## src/rtl/bnn_pkg.sv

```systemverilog
// Shared constants and types for the binary-neural-network datapath blocks.
package bnn_pkg;
  localparam int WORD_W  = 16;
  localparam int ACC_W   = 11;
  localparam int BATCH_W = 6;
  localparam int ADDR_W  = 11;

  typedef enum logic {
    IDLE  = 1'b0,
    ACCUM = 1'b1
  } neuron_state_t;
endpackage

```

## src/rtl/popcount16.sv

```systemverilog
// Combinational population count of a 16-bit word (0..16 in a 5-bit result).
module popcount16 (
  input  logic [15:0] word,
  output logic [4:0]  count
);
  always_comb begin
    count = '0;
    for (int i = 0; i < 16; i++) count = count + 5'(word[i]);
  end
endmodule

```

## src/rtl/xnor_neuron_acc.sv

```systemverilog
// XNOR-popcount neuron accumulator with threshold and 16-bit output packer.
// Define XNOR_POPCOUNT_PIPE_EN to register the popcount before the accumulator.
module xnor_neuron_acc #(
  parameter int WORD_W = bnn_pkg::WORD_W,
  parameter int ACC_W  = bnn_pkg::ACC_W
) (
  input  logic                        clk,
  input  logic                        resetn,
  input  logic                        start,
  input  logic [bnn_pkg::BATCH_W-1:0] batch,
  input  logic [WORD_W-1:0]           activation_in,
  input  logic                        activation_in_valid,
  input  logic [WORD_W-1:0]           weight_in,
  input  logic [ACC_W-1:0]            threshold,
  input  logic                        layer_start,
  input  logic [bnn_pkg::ADDR_W-1:0]  out_addr_base,
  input  logic                        flush,
  output logic                        result_bit,
  output logic                        result_valid,
  output logic [WORD_W-1:0]           out_word,
  output logic [bnn_pkg::ADDR_W-1:0]  out_addr,
  output logic                        out_we,
  output logic                        overflow_err
);
  import bnn_pkg::*;

  localparam int IDX_W = $clog2(WORD_W);

  neuron_state_t      state, state_nx;
  logic [BATCH_W-1:0] beats, batch_q, pend_batch;
  logic [ACC_W-1:0]   acc, thr_q, pend_thr, acc_sum;
  logic               pend;
  logic [4:0]         pc_p0, beat_pc;
  logic               beat_vld;
  logic               in_accum, beat_ok, last;
  logic               load_new, load_pend, capture, drop;

  logic [IDX_W-1:0]   idx;
  logic [WORD_W-1:0]  word, res_word;
  logic [ADDR_W-1:0]  word_count, addr_off;
  logic               emit;

  // Stage p0: XNOR and popcount of the incoming beat
  popcount16 u_popcount (
    .word  (~(activation_in ^ weight_in)),
    .count (pc_p0)
  );

`ifdef XNOR_POPCOUNT_PIPE_EN
  logic [4:0] pc_p1;
  logic       vld_p1;

  // Stage p1: registered popcount; beats only enter while a neuron is open
  always_ff @(posedge clk) begin
    pc_p1 <= pc_p0;
    if (!resetn) vld_p1 <= 1'b0;
    else         vld_p1 <= activation_in_valid && (state == ACCUM);
  end

  assign beat_pc  = pc_p1;
  assign beat_vld = vld_p1;
`else
  assign beat_pc  = pc_p0;
  assign beat_vld = activation_in_valid;
`endif

  assign in_accum = (state == ACCUM);
  assign beat_ok  = in_accum && beat_vld;
  assign last     = beat_ok && (beats == batch_q);
  assign acc_sum  = acc + ACC_W'(beat_pc);

  always_ff @(posedge clk) begin
    if (!resetn) state <= IDLE;
    else         state <= state_nx;
  end

  always_comb begin
    state_nx = state;
    case (state)
      IDLE:    if (start) state_nx = ACCUM;
      ACCUM:   if (last && !pend && !start) state_nx = IDLE;
      default: state_nx = IDLE;
    endcase
  end

  // A start coinciding with the last beat either chains directly or refills the slot
  always_comb begin
    load_new  = start && (!in_accum || (last && !pend));
    load_pend = last && pend;
    capture   = start && in_accum && (pend ? last : !last);
    drop      = start && in_accum && pend && !last;
  end

  // Stage p0/p1 -> accumulator and result register
  always_ff @(posedge clk) begin
    if (load_new) begin
      batch_q <= batch;
      thr_q   <= threshold;
      acc     <= '0;
      beats   <= '0;
    end else if (load_pend) begin
      batch_q <= pend_batch;
      thr_q   <= pend_thr;
      acc     <= '0;
      beats   <= '0;
    end else if (beat_ok) begin
      acc     <= acc_sum;
      beats   <= beats + 1'b1;
    end
    if (capture) begin
      pend_batch <= batch;
      pend_thr   <= threshold;
    end
    if (!resetn) begin
      pend         <= 1'b0;
      overflow_err <= 1'b0;
      result_valid <= 1'b0;
      result_bit   <= 1'b0;
    end else begin
      if (load_pend)    pend <= capture;
      else if (capture) pend <= 1'b1;
      if (drop) overflow_err <= 1'b1;
      result_valid <= last;
      if (last) result_bit <= (acc_sum >= thr_q);
    end
  end

  always_comb begin
    res_word = word;
    if (result_valid) res_word[idx] = result_bit;
    if (result_valid) emit = (idx == IDX_W'(WORD_W - 1)) || flush;
    else              emit = flush && (idx != '0);
  end

  // Result register -> packed write request
  always_ff @(posedge clk) begin
    if (!resetn) begin
      idx        <= '0;
      word       <= '0;
      word_count <= '0;
      addr_off   <= '0;
      out_word   <= '0;
      out_we     <= 1'b0;
    end else begin
      out_we <= emit;
      if (emit) begin
        out_word <= res_word;
        addr_off <= word_count;
      end
      if (layer_start) begin
        idx        <= '0;
        word       <= '0;
        word_count <= '0;
      end else if (emit) begin
        idx        <= '0;
        word       <= '0;
        word_count <= word_count + 1'b1;
      end else if (result_valid) begin
        idx  <= idx + 1'b1;
        word <= res_word;
      end
    end
  end

  assign out_addr = out_addr_base + addr_off;
endmodule
```

## config.mk

```make
export PLATFORM = sky130hd
export DESIGN_NAME = xnor_neuron_acc
export DESIGN_NICKNAME = d
export VERILOG_FILES = /design/src/rtl/bnn_pkg.sv /design/src/rtl/popcount16.sv /design/src/rtl/xnor_neuron_acc.sv
export SDC_FILE = /design/constraint.sdc
export NUM_CORES = 1
export LEC_CHECK = 0
export BUFFER_PORTS_ARGS = -buffer_cell sky130_fd_sc_hd__buf_2
export CAP_MARGIN = 25
export CORE_MARGIN = 2
export CORE_UTILIZATION = 55
export CTS_CLUSTER_DIAMETER = 200
export DETAILED_ROUTE_END_ITERATION = 10
export PLACE_DENSITY = 0.89
export SYNTH_ARGS = -nofsm -noshare
export SYNTH_HDL_FRONTEND = slang
export SYNTH_HIERARCHICAL = 1
export SYNTH_SLANG_ARGS = --single-unit
export TNS_END_PERCENT = 1
```

## constraint.sdc

```tcl
create_clock -name clk -period 8.7 [get_ports clk]
set_input_delay 1.305 -clock clk [delete_from_list [all_inputs] [get_ports clk]]
set_output_delay 1.305 -clock clk [all_outputs]
set_load 0.01 [all_outputs]
```

==> reports/qor.csv <==
stage,metric,value,unit
status,outcome,"complete, no violations",
sta,fmax,0.154,GHz
global_routing,grt_max_degree,50,
global_routing,grt_pass1_wl,20.3,mm
synthesis,synth_area_per_cell,9.93,µm²
layout,n_fill_cell,775,
synthesis,yosysTopAreaCellShare,0.268,
placement,dp_hpwl,8.90,mm
sta,finalCriticalPeriod,6.48,ns
sta,final-setup-viol-count,0,
power,peakVddDrop,0.265,mV
synthesis,synthDistinctLibCells,50,
global_routing,overflow,0,
worst_setup_path,start_kind,primary input,
clocking,ctsRootBufferMaster,clkbuf_8,
sta,fin_setup_tns,0,ns
synthesis,async_flop_share,0,
synthesis,syn_inst,609,
power,p_sw_frac,0.320,
clocking,cts_resized,0,
floorplan,ios,97,
clocking,insertion_delay,0.52,ns
clocking,cts_setup_buffers,0,
placement,gp_congestion,0.848,
power,switching_power,0.000614,W
worst_setup_path,worstPathMaxFanout,4,
global_routing,antenna_found_initial,0,
worst_setup_path,cp_data_arrival_time,6.89,ns
layout,drive_above_1_share,0.226,
drt,drt.antenna.violating_nets,0,
global_routing,grt_use_total,0.219,
drt,vias_per_cell,5.38,
floorplan,die_w,109,µm
placement,dp.cells,827,
sta,tightest_slew,0.932,ns
synthesis,ys_ff_latch,115,
synthesis,synth_edf_count,34,
worst_setup_path,critPathKind,primary input to register,
synthesis,seq_area_frac_synth,0.437,
clocking,numCtsBuffers,17,
run,drv_cap,0,
worst_hold_path,hold_path.class,register to register,
synthesis,synth_warnings,6,
drt,post-route-drc-count,0,
power,p_per_area,265,nW/µm²
layout,fin_cells,860,
synthesis,yosysMostFrequentCell,dfxtp_1,
floorplan,num_rows,38,
synthesis,syn_area,6050,µm²
worst_setup_path,cp.required,9.11,ns
sta,fin_skew,0.00877,ns
synthesis,yosysTopAreaCell,dfxtp_1,
layout,nets,824,
synthesis,ys_top_cells_by_count,"dfxtp_1 (81), nor2_1 (73), nand2_1 (64)",
layout,diodes,0,
power,combPwrFrac,0.324,
drt,dr.pass1.iters,4,
global_routing,grt_pass1_vias,4500,
layout,areaGrowthSynthToFinish,19.5,%
placement,io_buffers,96,
clocking,cts-hold-fix-buffers,0,
synthesis,synth_top_cells_by_area,"dfxtp_1 (27%), edfxtp_1 (17%), ha_1 (8.1%)",
power,p_int,0.00130,W
worst_setup_path,worstSetupEndpointType,register,
floorplan,die_h,109,µm
power,p_leak,3.14,nW
power,seqPwrFrac,0.305,
sta,slew_headroom,0.379,
floorplan,dieArea,11900,µm²
clocking,cts_tree,built,
clocking,clk_pin_slew_worst_paths,0.06,ns
sta,slew_viol_final,0,
layout,multi_input_area,3110,µm²
floorplan,start_util,0.560,
synthesis,syn_nets,726,
drt,routed_wl,12.5,mm
sta,timing_hold_violations_final,0,
drt,wl_per_cell,14.6,µm
sta,rsz0062_at_grt,no,
sta,fin_crit_sh,0.744,
clocking,clkSinkCount,115,
power,clkPwrFrac,0.371,
drt,drt_iter0_drc,213,
clocking,cts.path.max_buffers,2,
drt,dr_total_vias,4623,
layout,seq_area,2640,µm²
synthesis,ys.flop_type,dfxtp_1,
clocking,htree_levels,4,
floorplan,core,10800,µm²
## stage by stage
step                      power, W  cell area, µm²   util  hold slack (ns)  worst slack (ns)
after floorplan            0.00105            6050      -            0.437              2.18
after global placement     0.00116            6610  0.612            0.451              1.89
after detailed placement   0.00120            6610  0.612            0.457              1.70
after CTS                  0.00192            7210  0.668            0.467              2.23
after global routing       0.00203            7230  0.670            0.484              2.01
final                      0.00192            7230  0.670            0.465              2.22
## cell families after synthesis
kind of cell               Yosys count  synth area share
adders and majority gates           51             0.120
AOI/OAI and AO/OA                   90             0.108
and+or+nand+nor                    187             0.136
xor gates and xnor gates            62            0.0898
DFF                                115             0.437
buffers and inverters               70            0.0490
muxes                               34            0.0598
## worst max-delay path: stages
cell     delay (ns)
buf_2          0.11
xnor2_1        0.16
inv_1          0.08
fa_1           0.49
fa_1           0.51
fa_1           0.53
fa_1           0.43
fa_1           0.42
fa_1           0.42
xnor2_1        0.15
ha_1           0.35
o21ai_0        0.13
o21ai_0        0.37
nand2_1        0.16
nor2_1         0.16
xor2_1         0.16
ha_1           0.26
a21o_1         0.17
a211o_1        0.30
o221a_2        0.22
## layer usage
metal	vias to the layer above	routed length, µm	global-route usage
met5	-	0	0
met4	0	171	0.0806
met3	17	608	0.0526
met2	117	6600	0.396
li1	2277	-	-
met1	2212	5150	0.250
## worst paths after layout
path / startpoint / endpoint / slack (ns) / cells past startpoint
min: acc[4] / acc[4] / 0.47 / 2
max: weight_in[3] / result_bit / 2.22 / 20
max reg2reg: in_accum / acc[1] / 5.31 / 9
min reg2reg: acc[4] / acc[4] / 0.47 / 2
## layout by cell type, fill, tap and decap left out, drive strengths merged, types with 2 or more instances in the layout
| master | n |
|---|---|
| xor2 | 23 |
| xnor2 | 39 |
| o211ai | 2 |
| a211o | 2 |
| clkinv | 5 |
| or3 | 4 |
| dfxtp | 81 |
| nor2 | 73 |
| edfxtp | 34 |
| mux2 | 17 |
| clkbuf | 21 |
| bufinv | 3 |
| nand4 | 8 |
| o21ai | 16 |
| inv | 54 |
| nor3b | 3 |
| nor2b | 3 |
| nand2b | 3 |
| buf | 98 |
| o21a | 3 |
| fa | 12 |
| and3 | 6 |
| ha | 39 |
| nand2 | 64 |
| a21o | 4 |
| mux2i | 17 |
| o2111ai | 2 |
| and2 | 3 |
| nor3 | 4 |
| a31oi | 2 |
| a211oi | 20 |
| a21oi | 30 |
| nand3 | 11 |
## power groups by stage
stage	Sequential, W	Combinational [W]	Clock (W)
3_5_place_dp	0.000594	0.000605	0
4_1_cts	0.000584	0.000619	0.000721
3_3_place_gp	0.000593	0.000563	0
6_report	0.000584	0.000622	0.000712
2_1_floorplan	0.000592	0.000460	0
5_1_grt	0.000585	0.000699	0.000748
## final cells by class
cell class              instances  area share
multi-input cells             424       0.430
flip-flops and latches        115       0.366
repair buffers                 98      0.0696
clock buffers                  21      0.0637
inverters                      51      0.0265
well taps                     140      0.0242
clock inverters                11      0.0204
## sequential cells by signal (all words and copies together) (netlist names), 6 cells and up
register    cells
word_count     11
thr_q          11
acc            11
out_word       16
word           16
beats           6
batch_q         6
pend_thr       11
pend_batch      6
addr_off       11
Power figures use the tool's default switching activity.
